===== src/rtl/dcache_req_arbiter_pkg.sv =====
`default_nettype none
// ============================================================================
// dcache_req_arbiter_pkg : shared constants, MAT codes and arbiter states
// Rev 1.0
// ============================================================================
package dcache_req_arbiter_pkg;

  localparam int DC_ADDR_W   = 32;
  localparam int DC_DATA_W   = 32;
  localparam int DC_SB_PTR_W = 3;

  typedef enum logic [1:0] {
    MAT_SUC = 2'd0,
    MAT_CC  = 2'd1,
    MAT_WUC = 2'd2
  } mat_e;

  typedef enum logic [0:0] {
    ARB   = 1'b0,
    DRAIN = 1'b1
  } arb_state_e;

  function automatic int max_int(input int a, input int b);
    return (a > b) ? a : b;
  endfunction

endpackage
`default_nettype wire


===== src/rtl/dcache_store_credit.sv =====
`default_nettype none
// ============================================================================
// dcache_store_credit : outstanding-store credit pool and completion register
// Rev 1.0
// ============================================================================
module dcache_store_credit #(
  parameter int MAX_OUTST = 2,
  parameter int SB_PTR_W  = 3,
  parameter int CRED_W    = 2
) (
  input  logic                clk,
  input  logic                rst_n,
  input  logic                i_take,
  input  logic                i_resp_valid,
  input  logic [SB_PTR_W-1:0] i_resp_ptr,
  output logic [CRED_W-1:0]   o_credits,
  output logic                o_back_valid,
  output logic [SB_PTR_W-1:0] o_back_ptr
);

  localparam logic [CRED_W-1:0] C_MAX = CRED_W'(MAX_OUTST);

  logic [CRED_W-1:0]   credits_q, credits_d;
  logic                back_valid_q;
  logic [SB_PTR_W-1:0] back_ptr_q;

  // Saturate both ways so stray responses after a reset cannot overflow.
  always_comb begin
    credits_d = credits_q;
    if (i_take && !i_resp_valid) begin
      if (credits_q != '0) credits_d = credits_q - 1'b1;
    end else if (i_resp_valid && !i_take) begin
      if (credits_q != C_MAX) credits_d = credits_q + 1'b1;
    end
  end

  always_ff @(posedge clk or negedge rst_n) begin
    if (!rst_n) begin
      credits_q    <= C_MAX;
      back_valid_q <= 1'b0;
      back_ptr_q   <= '0;
    end else begin
      credits_q    <= credits_d;
      back_valid_q <= i_resp_valid;
      back_ptr_q   <= i_resp_ptr;
    end
  end

  assign o_credits    = credits_q;
  assign o_back_valid = back_valid_q;
  assign o_back_ptr   = back_ptr_q;

endmodule
`default_nettype wire


===== src/rtl/dcache_req_arbiter.sv =====
`default_nettype none
// ============================================================================
// dcache_req_arbiter : Dcache request port arbiter between loads and store drain
// Rev 1.0
// ============================================================================
module dcache_req_arbiter
  import dcache_req_arbiter_pkg::*;
#(
  parameter int ADDR_W     = DC_ADDR_W,
  parameter int DATA_W     = DC_DATA_W,
  parameter int LD_TAG_W   = 4,
  parameter int SB_PTR_W   = DC_SB_PTR_W,
  parameter int MAX_OUTST  = 2,
  parameter int STARVE_MAX = 4,
  parameter int TAG_W      = max_int(LD_TAG_W, SB_PTR_W)
) (
  input  logic                Clk,
  input  logic                Rest,
  input  logic                LdValid,
  input  logic [LD_TAG_W-1:0] LdTag,
  input  logic [ADDR_W-1:0]   LdAddr,
  output logic                LdAck,
  input  logic                SbValid,
  input  logic [SB_PTR_W-1:0] SbPtr,
  input  logic [1:0]          SbMat,
  input  logic [ADDR_W-1:0]   SbAddr,
  input  logic [DATA_W-1:0]   SbData,
  output logic                SbAck,
  input  logic                SbEmpty,
  input  logic                DrainReq,
  output logic                DrainDone,
  input  logic                Flush,
  output logic                DcReqValid,
  input  logic                DcReqReady,
  output logic                DcReqIsStore,
  output logic [TAG_W-1:0]    DcReqTag,
  output logic [ADDR_W-1:0]   DcReqAddr,
  output logic [DATA_W-1:0]   DcReqData,
  output logic [1:0]          DcReqMat,
  input  logic                DcStRespValid,
  input  logic [SB_PTR_W-1:0] DcStRespPtr,
  output logic                SbBackAble,
  output logic [SB_PTR_W-1:0] SbBackPtr
);

  localparam int CRED_W = $clog2(MAX_OUTST + 1);
  localparam int STV_W  = $clog2(STARVE_MAX + 1);
  localparam logic [CRED_W-1:0] C_CRED_MAX   = CRED_W'(MAX_OUTST);
  localparam logic [STV_W-1:0]  C_STARVE_MAX = STV_W'(STARVE_MAX);

  arb_state_e          state_q, state_d;
  logic [STV_W-1:0]    starve_q, starve_d;
  logic                req_valid_q, req_valid_d;
  logic                req_is_store_q, req_is_store_d;
  logic [TAG_W-1:0]    req_tag_q, req_tag_d;
  logic [ADDR_W-1:0]   req_addr_q, req_addr_d;
  logic [DATA_W-1:0]   req_data_q, req_data_d;
  mat_e                req_mat_q, req_mat_d;

  logic [CRED_W-1:0]   credits;
  logic                free, drain_mode, st_ok, ld_ok, st_first;
  logic                st_cap, ld_cap, drain_done;

  dcache_store_credit #(
    .MAX_OUTST (MAX_OUTST),
    .SB_PTR_W  (SB_PTR_W),
    .CRED_W    (CRED_W)
  ) u_credit (
    .clk          (Clk),
    .rst_n        (Rest),
    .i_take       (st_cap),
    .i_resp_valid (DcStRespValid),
    .i_resp_ptr   (DcStRespPtr),
    .o_credits    (credits),
    .o_back_valid (SbBackAble),
    .o_back_ptr   (SbBackPtr)
  );

  // DrainReq blocks loads in the very cycle it is raised, before DRAIN is entered.
  always_comb begin
    free       = ~req_valid_q | DcReqReady;
    drain_mode = (state_q == DRAIN) | DrainReq;
    st_ok      = SbValid & (credits != '0);
    ld_ok      = LdValid & ~Flush & ~drain_mode;
    st_first   = st_ok & (drain_mode | (starve_q == C_STARVE_MAX) | ~ld_ok);
    st_cap     = Rest & free & st_first;
    ld_cap     = Rest & free & ld_ok & ~st_first;
  end

  always_comb begin
    req_valid_d    = req_valid_q;
    req_is_store_d = req_is_store_q;
    req_tag_d      = req_tag_q;
    req_addr_d     = req_addr_q;
    req_data_d     = req_data_q;
    req_mat_d      = req_mat_q;
    if (st_cap) begin
      req_valid_d    = 1'b1;
      req_is_store_d = 1'b1;
      req_tag_d      = TAG_W'(SbPtr);
      req_addr_d     = SbAddr;
      req_data_d     = SbData;
      req_mat_d      = mat_e'(SbMat);
    end else if (ld_cap) begin
      req_valid_d    = 1'b1;
      req_is_store_d = 1'b0;
      req_tag_d      = TAG_W'(LdTag);
      req_addr_d     = LdAddr;
      req_data_d     = '0;
      req_mat_d      = MAT_SUC;
    end else if (req_valid_q && (DcReqReady || (Flush && !req_is_store_q))) begin
      // Accepted, or an unaccepted load squashed by flush; stores always survive.
      req_valid_d    = 1'b0;
      req_is_store_d = 1'b0;
      req_tag_d      = '0;
      req_addr_d     = '0;
      req_data_d     = '0;
      req_mat_d      = MAT_SUC;
    end
  end

  always_comb begin
    starve_d = '0;
    if (SbValid && !st_cap) begin
      starve_d = (starve_q == C_STARVE_MAX) ? starve_q : starve_q + 1'b1;
    end
  end

  always_comb begin
    state_d    = state_q;
    drain_done = 1'b0;
    case (state_q)
      ARB: begin
        if (DrainReq) state_d = DRAIN;
      end
      DRAIN: begin
        if (SbEmpty && (credits == C_CRED_MAX) && !(req_valid_q && req_is_store_q)) begin
          drain_done = Rest;
          state_d    = ARB;
        end
      end
      default: state_d = ARB;
    endcase
  end

  always_ff @(posedge Clk or negedge Rest) begin
    if (!Rest) begin
      state_q        <= ARB;
      starve_q       <= '0;
      req_valid_q    <= 1'b0;
      req_is_store_q <= 1'b0;
      req_tag_q      <= '0;
      req_addr_q     <= '0;
      req_data_q     <= '0;
      req_mat_q      <= MAT_SUC;
    end else begin
      state_q        <= state_d;
      starve_q       <= starve_d;
      req_valid_q    <= req_valid_d;
      req_is_store_q <= req_is_store_d;
      req_tag_q      <= req_tag_d;
      req_addr_q     <= req_addr_d;
      req_data_q     <= req_data_d;
      req_mat_q      <= req_mat_d;
    end
  end

  assign LdAck        = ld_cap;
  assign SbAck        = st_cap;
  assign DrainDone    = drain_done;
  assign DcReqValid   = req_valid_q;
  assign DcReqIsStore = req_is_store_q;
  assign DcReqTag     = req_tag_q;
  assign DcReqAddr    = req_addr_q;
  assign DcReqData    = req_data_q;
  assign DcReqMat     = req_mat_q;

endmodule
`default_nettype wire


===== config.mk =====
export PLATFORM = sky130hd
export DESIGN_NAME = dcache_req_arbiter
export DESIGN_NICKNAME = d
export VERILOG_FILES = /design/src/rtl/dcache_req_arbiter_pkg.sv /design/src/rtl/dcache_store_credit.sv /design/src/rtl/dcache_req_arbiter.sv
export SDC_FILE = /design/constraint.sdc
export NUM_CORES = 1
export LEC_CHECK = 0
export ABC_AREA = 1
export CORE_UTILIZATION = 32
export DETAILED_ROUTE_END_ITERATION = 10
export PLACE_DENSITY = 0.73
export SLEW_MARGIN = 20
export SYNTH_ARGS = -nofsm -noshare
export SYNTH_HDL_FRONTEND = slang
export SYNTH_SLANG_ARGS = --single-unit

===== constraint.sdc =====
create_clock -name Clk -period 3.7 [get_ports Clk]
set_input_delay 0.925 -clock Clk [delete_from_list [all_inputs] [get_ports Clk]]
set_output_delay 0.925 -clock Clk [all_outputs]
set_load 0.05 [all_outputs]

==> qor.tcl, run 1 <==
set qor(cp_slowest_cell) {clkdlybuf4s50_1}
set qor(cts_tree) {built}
set qor(p_leak_nw) 3.038
set qor(clock_skew_ns) 0.007007
set qor(avgViaCountPerCell) 4.960
set qor(setup.worst_path.end) {LdAck}
set qor(worst_hold_slack_ns) 0.5163
set qor(netlist_instances) 492
set qor(final_nets) 791
set qor(dp_hpwl_um) 9139
set qor(design.die.area_um2) 13310
set qor(timing.critical_path.fanout_max) 3
set qor(critPathKind) {primary input to output pin}
set qor(type_of_element_launching_the_critical_path) {primary input}
set qor(grt_first_pass_wirelength_um) 20310
set qor(dr.pass1.iters) 5
set qor(placeableCoreArea_um2) 12570
set qor(detail_route.wirelength_um) 12620
set qor(seqCellArea_um2) 2053
set qor(cp.required_ns) 2.77
set qor(worst_hold_path_type) {flip-flop to flip-flop}
set qor(synth.distinct_cells) 29
set qor(first_iter_violations) 165
set qor(ff2ff_path_depth) 8
set qor(worstPathCellList) {clkdlybuf4s50_1 -> inv_1 -> nor2_2 -> nand2_1 -> nor2_4 -> nand2_1 -> inv_1 -> buf_4}
set qor(synth.yosys.warnings) 0
set qor(max_cap_violations) 0
set qor(slew-limit-headroom) 0.4997
set qor(cts_inserted_buffers) 9
set qor(multi_input_area_um2) 1643
set qor(tightest_slew_ns) 0.7504
set qor(nFillCells) 1175
set qor(wl_per_cell_um) 14.90
set qor(finalPower_w) 0.005399
set qor(num_rows) 41
set qor(finalCritPeriodShare) 0.8339
set qor(launch_point_of_the_worst_path) {LdValid}
set qor(design.portCount) 196
set qor(initial_utilization) 0.3273
set qor(worstReg2RegEnd) {starve_q[1]}
set qor(numClockSinks) 82
set qor(num_antenna_cells) 0
set qor(gp_congestion) 0.7806
set qor(max_stage_delay_ns) 0.46
set qor(place.port_buffers) 195
set qor(grt-ovfl-total) 0
set qor(total_via_count_after_detailed_routing) 4201
set qor(ctsRootBufferMaster) {clkbuf_16}
set qor(cts_resized) 0
set qor(run_status) {finished clean}
set qor(grt_start_max_net_pins) 75
set qor(clk-insertion-delay-late_ns) 0.32
set qor(die_h_um) 115.4
set qor(grt_setup_unrepaired) {no}
set qor(worstPathArrival_ns) 2.16
set qor(slew_violations) 0
set qor(maxClockFrequency_ghz) 0.3241
set qor(detail_route.drc_violations) 0
set qor(reg2reg_setup_slack_ns) 1.63
set qor(ctsHoldBuffers) 0
set qor(seq_area_frac_synth) 0.4991
set qor(setup_viol) 0
set qor(gr-usage-all-layers) 0.1936
set qor(synth.largest_area_cell) {dfrtp_1}
set qor(synth.top_cell.area_share) 0.4927
set qor(fin_crit_ns) 3.086
set qor(clock_path_buffers) 2
set qor(post_route_cells_drive_above_1_share) 0.06815
set qor(power.density_nw_per_um2) 838.7
set qor(clock_tree.htree_level_count) 3
set qor(net_count_after_synthesis) 612
set qor(nature_of_the_critical_path_endpoint) {output pin}
set qor(yosys_register_bits) 82
set qor(grt_pass1_vias) 4151
set qor(cts_setup_buffers) 0
set qor(power.ir.vdd_worst_uv) 380.2
set qor(finalHoldViolations) 0
set qor(avgSynthCellArea_um2) 8.362
set qor(r2r-start) {starve_q[0]}
set qor(antenna_violations_before_repair) 0
set qor(synth.area.top_cells) {dfrtp_1, nand4_1, nand2_1}
set qor(drt.antenna.violating_nets) 0
set qor(timing.setup.tns_ns) 0
set qor(die_w_um) 115.4
set qor(synthesis_to_finish_area_growth_pct) 56.48
set qor(syn_area_um2) 4114
set qor(clk_pin_slew_worst_paths_ns) 0.06
[cells by family after synthesis]
group           synth area share
simple gates              0.3683
fa+ha+maj               0.009125
buf+inv                   0.1022
flops                     0.4991
xor+xnor                0.006388
compound gates           0.01490
[synthesized netlist by cell type (all sizes together)]
cell / n
inv: 41
dfrtp: 81
xor2: 2
xnor2: 1
dfstp: 1
nor2: 7
nand3: 40
a21boi: 1
clkinv: 7
nand4: 107
or2: 2
buf: 32
a21oi: 4
o21ai: 3
clkbuf: 8
o211ai: 1
nand2: 151
ha: 3
[critical path: cells and delay by family]
family	cells	cell delay, ns
buf+inv	4	0.77
simple gates	4	0.47
[routing by layer]
| layer | vias up | routed length [um] | GRT usage |
|---|---|---|---|
| met1 | 2003 | 5095 | 0.2228 |
| li1 | 2026 | - | - |
| met2 | 148 | 6521 | 0.3537 |
| met3 | 24 | 701 | 0.03374 |
| met5 | - | 0 | 0 |
| met4 | 0 | 302 | 0.07879 |
[area by class of cell]
cell class	count	area share
clock inverters	4	0.007969
multi-input cells	322	0.2552
repair buffers	208	0.3188
clock buffers	11	0.03771
inverters	48	0.02799
well taps	172	0.03343
flip-flops and latches	82	0.3190
[power by group]
| part | internal (W) | switching, W |
|---|---|---|
| clock | 0.000538 | 0.000328 |
| combinational | 0.000983 | 0.00202 |
| sequential | 0.00128 | 0.000247 |
| total | 0.00281 | 0.00259 |
[per-stage QoR]
step           instances    util  area [um2]  worst slack (ns)
2_1_floorplan        492       -        4114             1.017
3_3_place_gp         832  0.4888        6143            0.6621
3_5_place_dp         832  0.4888        6143            0.6395
4_1_cts              847  0.5122        6437            0.6355
5_1_grt              847  0.5122        6437            0.5188
6_report             847  0.5122        6437            0.6144
[worst min path at each step]
stage,from,to,slack [ns],depth (start not counted)
2_1_floorplan,state_q,state_q,0.50,2
3_3_place_gp,DcReqData[23],DcReqData[23],0.50,2
3_5_place_dp,DcReqData[16],DcReqData[16],0.50,2
4_1_cts,DcReqData[16],DcReqData[16],0.52,2
5_1_grt,DcReqAddr[16],DcReqAddr[16],0.53,2
6_report,DcReqData[16],DcReqData[16],0.52,2
[registers in the layout (all words and copies together) (netlist names)]
name	count
u_credit.o_credits	2
DcReqData	32
state_q	1
u_credit.o_back_valid	1
starve_q	3
DcReqMat	2
u_credit.o_back_ptr	3
DcReqIsStore	1
DcReqTag	4
DcReqAddr	32
DcReqValid	1
[placed cells by master (no fill, tap or decap), drive strengths merged, types with 2 or more instances in the layout]
master,synthesis,routed
a21oi,4,4
buf,32,17
clkbuf,8,11
clkdlybuf4s50,0,191
clkinv,7,8
dfrtp,81,81
ha,3,3
inv,41,42
nand2,151,151
nand3,40,40
nand4,107,107
nor2,7,7
o21ai,3,3
or2,2,2
xor2,2,2
No activity file was read; power rests on OpenSTA's default activity.
==> inputs of run 2 (changes only) <==
--- a/config.mk
+++ b/config.mk
@@ -8,7 +8,7 @@
 export ABC_AREA = 1
 export CORE_UTILIZATION = 32
 export DETAILED_ROUTE_END_ITERATION = 10
-export PLACE_DENSITY = 0.73
+export PLACE_DENSITY = 0.76
 export SLEW_MARGIN = 20
 export SYNTH_ARGS = -nofsm -noshare
 export SYNTH_HDL_FRONTEND = slang
==> constraint.sdc (replaced) <==
create_clock -name Clk -period 2.7 [get_ports Clk]
set_input_delay 0.675 -clock Clk [delete_from_list [all_inputs] [get_ports Clk]]
set_output_delay 0.675 -clock Clk [all_outputs]
set_load 0.05 [all_outputs]
==> qor.tcl, run 2 (synthesis results as in run 1) <==
set qor(grt_setup_unrepaired) {no} ;# unchanged
set qor(nFillCells) 1152 ;# was 1175
set qor(power.ir.vdd_worst_uv) 655.6 ;# was 380.2 uV
set qor(total_via_count_after_detailed_routing) 4226 ;# was 4201
set qor(synthesis_to_finish_area_growth_pct) 57.45 ;# was 56.48%
set qor(drt.antenna.violating_nets) 0 ;# unchanged
set qor(gr-usage-all-layers) 0.1947 ;# was 0.1936
set qor(p_leak_nw) 3.054 ;# was 3.038 nW
set qor(run_status) {finished clean} ;# unchanged
set qor(finalHoldViolations) 0 ;# unchanged
set qor(worstReg2RegEnd) {u_credit.o_credits[1]} ;# was starve_q[1]
set qor(cts_resized) 0 ;# unchanged
set qor(timing.setup.tns_ns) 0 ;# unchanged
set qor(design.die.area_um2) 13310 ;# unchanged
set qor(clk_pin_slew_worst_paths_ns) 0.06 ;# about the same
set qor(detail_route.wirelength_um) 12800 ;# was 12620 um
set qor(avgViaCountPerCell) 4.995 ;# was 4.960
set qor(grt_first_pass_wirelength_um) 20090 ;# was 20310 um
set qor(num_rows) 41 ;# unchanged
set qor(grt_pass1_vias) 4015 ;# was 4151
set qor(first_iter_violations) 243 ;# was 165
set qor(final_cell_count_no_fill) 846 ;# was 847
set qor(place.port_buffers) 195 ;# unchanged
set qor(worstPathBufferInverterCount) 4 ;# unchanged
set qor(worst_hold_path_type) {primary input to asynchronous set/reset pin} ;# was flip-flop to flip-flop
set qor(critPathKind) {primary input to output pin} ;# unchanged
set qor(dr.pass1.iters) 4 ;# was 5
set qor(gp_congestion) 0.8425 ;# was 0.7806
set qor(worstPathCellList) {clkdlybuf4s50_1 -> inv_1 -> nor2_2 -> nand2_1 -> nor2_4 -> nand2_1 -> inv_1 -> buf_4} ;# unchanged
set qor(die_w_um) 115.4 ;# unchanged
set qor(placedCellCount) 830 ;# was 832
set qor(maxClockFrequency_ghz) 0.3896
set qor(fin_crit_ns) 2.566
set qor(clock_path_buffers) 2 ;# unchanged
set qor(ctsHoldBuffers) 0 ;# unchanged
set qor(cpLargestDelayFamily) {buffers and inverters} ;# unchanged
set qor(slew_violations) 0 ;# unchanged
set qor(cp_slowest_cell) {clkdlybuf4s50_1} ;# unchanged
set qor(die_h_um) 115.4 ;# unchanged
set qor(num_antenna_cells) 0 ;# unchanged
set qor(cp.required_ns) 2.03 ;# was 2.77 ns
set qor(timing.critical_path.fanout_max) 3 ;# unchanged
set qor(layout_commonest_cell) {clkdlybuf4s50_1} ;# unchanged
set qor(tightest_slew_ns) 0.7680 ;# was 0.7504 ns
set qor(nature_of_the_critical_path_endpoint) {output pin} ;# unchanged
set qor(grt_start_max_net_pins) 82 ;# was 75
set qor(wl_per_cell_um) 15.13 ;# was 14.90 um
set qor(final_cell_mix) {clkdlybuf4s50_1, nand2_1, nand4_1} ;# unchanged
set qor(initial_utilization) 0.3273 ;# unchanged
set qor(antenna_violations_before_repair) 0 ;# unchanged
set qor(cts_inserted_buffers) 9 ;# unchanged
set qor(post_route_cells_drive_above_1_share) 0.06677 ;# was 0.06815
set qor(max_cap_violations) 0 ;# unchanged
set qor(power.density_nw_per_um2) 1161 ;# was 838.7 nW/um2
set qor(type_of_element_launching_the_critical_path) {primary input} ;# unchanged
set qor(dp_hpwl_um) 8898 ;# was 9139 um
set qor(final_nets) 789 ;# was 791
set qor(cts_setup_buffers) 0 ;# unchanged
set qor(clk-insertion-delay-late_ns) 0.34 ;# was 0.32 ns
set qor(clock_tree.htree_level_count) 3 ;# unchanged
set qor(worstPathArrival_ns) 1.89 ;# was 2.16 ns
set qor(detail_route.drc_violations) 0 ;# unchanged
set qor(r2r-start) {starve_q[0]} ;# unchanged
set qor(max_stage_delay_ns) 0.45 ;# was 0.46 ns
set qor(reg2reg_setup_slack_ns) 0.58 ;# was 1.63 ns
set qor(numClockSinks) 82 ;# unchanged
set qor(ff2ff_path_depth) 9 ;# was 8
set qor(cts_tree) {built} ;# unchanged
set qor(ctsRootBufferMaster) {clkbuf_16} ;# unchanged
set qor(design.portCount) 196 ;# unchanged
set qor(slew-limit-headroom) 0.4880 ;# was 0.4997
set qor(clock_skew_ns) 0.004009 ;# was 0.007007 ns
set qor(placeableCoreArea_um2) 12570 ;# unchanged
set qor(finalCritPeriodShare) 0.9505
set qor(setup_viol) 0 ;# unchanged
set qor(grt-ovfl-total) 0 ;# unchanged
## run 2: how the worst max path moves through the flow
stage | startpoint | cells past startpoint | end | slack (ns)
after floorplan | DcReqValid | 7 | u_credit.o_credits[0] | 0.37
after global placement | LdValid | 8 | LdAck | 0.17
after global routing | LdValid | 8 | LdAck | 0.06
after CTS | LdValid | 8 | LdAck | 0.14
final | LdValid | 8 | LdAck | 0.13
after detailed placement | LdValid | 8 | LdAck | 0.15
## run 2: report_power, final
part | leakage (nW) | internal [W] | total [W] | switching (W)
clock | 0.157 | 0.000813 | 0.00131 | 0.000499
combinational | 1.84 | 0.00136 | 0.00413 | 0.00277
sequential | 1.05 | 0.00176 | 0.00208 | 0.000322
## run 2: stage by stage
step	utilization	total power [W]	worst slack (ns)	hold WS, ns	cell area, um2
3_5_place_dp	0.4896	0.006251	0.1461	0.4825	6153
4_1_cts	0.5151	0.007595	0.1353	0.1119	6474
2_1_floorplan	-	0.004730	0.3688	0.3794	4114
3_3_place_gp	0.4896	0.006159	0.1695	0.4791	6153
5_1_grt	0.5154	0.007908	0.06112	0.1175	6477
6_report	0.5154	0.007520	0.1335	0.1340	6477
## run 2: worst reg2reg max path, delay by kind of cell (launching register included)
kind            cells  cell delay (ns)
buf+inv             2             0.27
flops               1             0.38
simple gates        4             0.75
fa+ha+maj           2             0.45
compound gates      1             0.17
## run 2: final cells by class
type	count	area, um2	area share
multi-input cells	322	1643	0.2536
repair buffers	206	2066	0.3189
inverters	48	180.2	0.02782
well taps	172	215.2	0.03322
clock buffers	10	229.0	0.03535
flip-flops and latches	82	2053	0.3170
clock inverters	6	91.34	0.01410
## run 2: layer usage
metal / global-route usage / vias to the layer above / part of all wire / wire, um
met5: 0 / - / 0 / 0
met2: 0.3465 / 124 / 0.53 / 6810
met3: 0.03216 / 17 / 0.048 / 615
met1: 0.2319 / 2056 / 0.40 / 5103
li1: - / 2029 / - / -
met4: 0.08139 / 0 / 0.021 / 270
==> edit (flow settings as in run 1) <==
Set the parameter `LD_TAG_W` to 6 (it was 4).
--- a/src/rtl/dcache_req_arbiter.sv
+++ b/src/rtl/dcache_req_arbiter.sv
@@ -10,3 +10,3 @@
   parameter int DATA_W     = DC_DATA_W,
-  parameter int LD_TAG_W   = 4,
+  parameter int LD_TAG_W   = 6,
   parameter int SB_PTR_W   = DC_SB_PTR_W,
Interface: changed (resized DcReqTag and LdTag); port bits go from 196 to 200. No check against the original RTL was run, so the function may have changed too.
==> edit against run 1 <==
  * Cell area decreased by 5.5%
  * Wire length decreased by 11%
  * Sequential cell count increased by 2
  * First-iteration DRC count decreased by 4.2%
  * Non-clock buffer count decreased by 1
  * Worst setup slack improved by 0.084 ns
  * Total power decreased by 3.8%
  * Synthesized area decreased by 10%
  * Largest power group unchanged
==> edit: results (changes against run 1) <==
Yosys
  • Post-synthesis compound-gate area fraction: 5.908% (+4.4 points)
  • Post-synth top cells: nand2_1, dfrtp_1, inv_1
  • Synth top area cells: dfrtp_1, nand2_1, nand4_1, nand3_1, inv_1
  • Synth Area in Adders: 0.6791% (-0.23 points)
  • Net Count, Synth: 543 (-11%)
  • XOR/XNOR share of the synthesized area: 0.4754% (-0.16 points)
  • Synth cell types: 24 (-17%)
  • Sequential share of the synthesized area: 57.08% (+7.2 points)
  • Post-Syn Instances: 422 (-14%)

GRT
  • Met3 Usage GRT: 4.801% (+1.4 points)
  • M1 GR Usage: 22.49% (+0.21 points)
  • First-pass GRT wire length: 17500 um (-14%)
  • GR Util met2: 32.03% (-3.3 points)
  • Total Routing Usage GR: 19.13% (-0.24 points)

Final layout
  • Layout area overhead: 65.09%
  • Seq cells: 84 (+2.4%)
  • Buffering overhead: 34.18% (+2.3 points)
  • Finished Layout Cells: 759 (-10%)
  • Register area: 2103 um^2 (+2.4%)
  • Multi-input gates: 260 (-19%)
  • Share of cells above drive strength 1: 5.654% (-1.2 points)
  • Number of non-clock buffers: 207 (-0.48%)
  • Inverters: 52 (+8.3%)
  • # clk buffers: 12 (+1)
  • Fill cells: 1036 (-12%)
  • Fraction of area in multi-input gates: 20.26% (-5.3 points)
  • Clk tree area frac: 4.854% (+0.29 points)

Place
  • Placed instance area: 5788 um^2 (-5.8%)
  • Place WS: 0.7007 ns (+0.06116 ns)
  • GP Congestion: 0.7782 (-0.31%)
  • Placed cells: 743 (-11%)
  • IO buf count: 199 (+2.1%)
  • Detailed placement HPWL: 8004 um (-12%)

Die
  • Core area: 11030 um^2 (-12%)

Route
  • WL met3: 833 um (+19%)
  • First DRT Iteration DRCs: 158 (-4.2%)
  • Per-cell routed wire length: 14.87 um (-0.21%)
  • Routed wl met2: 5652 um (-13%)
  • Number of vias in the routed layout: 3598 (-14%)
  • Pre-Repair DR Iteration Count: 4 (-1)
  • Wl on met1: 4440 um (-13%)

Worst setup path
  • CP Max Fanout: 2 (-1)
  • Crit path DAT: 2.08 ns (-0.08 ns)

Power and ir drop
  • Worst VDD drop: 0.0004413 V (+16%)
  • Combinational Power Share: 53.7% (-1.9 points)
  • Power Internal: 0.002761 W (-1.6%)
  • Leakage power: 2.675 nW (-12%)
  • Psw: 0.002435 W (-6.1%)
  • Seq pwr share: 29.2% (+0.8 points)

Outcome
  • Status: finished, final reports clean

STA
  • Worst slew pin tran: 0.7142 ns (-0.03624 ns)
  • Skew final: 0.005763 ns (-0.001244 ns)
-- edit: path summary, 6_finish.rpt --
kind                                                         from                           endpoint  slack [ns]  depth (start not counted)
worst max-delay path                                   DcReqReady                              SbAck        0.70                          6
worst min-delay path            u_credit.o_credits[1]$_DFFE_PN1P_  u_credit.o_credits[1]$_DFFE_PN1P_        0.53                          2
worst max register to register            starve_q[0]$_DFFE_PN0P_          DcReqData[14]$_DFFE_PN0P_        1.60                         10
worst min register to register  u_credit.o_credits[1]$_DFFE_PN1P_  u_credit.o_credits[1]$_DFFE_PN1P_        0.53                          2
max in group asynchronous                                    Rest          DcReqAddr[30]$_DFFE_PN0P_        2.53                          2
min in group asynchronous                                    Rest          DcReqData[26]$_DFFE_PN0P_        0.67                          2
-- edit: worst max-delay path, cell delays in order --
cell             delay (ns)
clkdlybuf4s50_1        0.50
inv_1                  0.06
a21oi_1                0.21
nand3_2                0.13
inv_2                  0.10
buf_12                 0.14
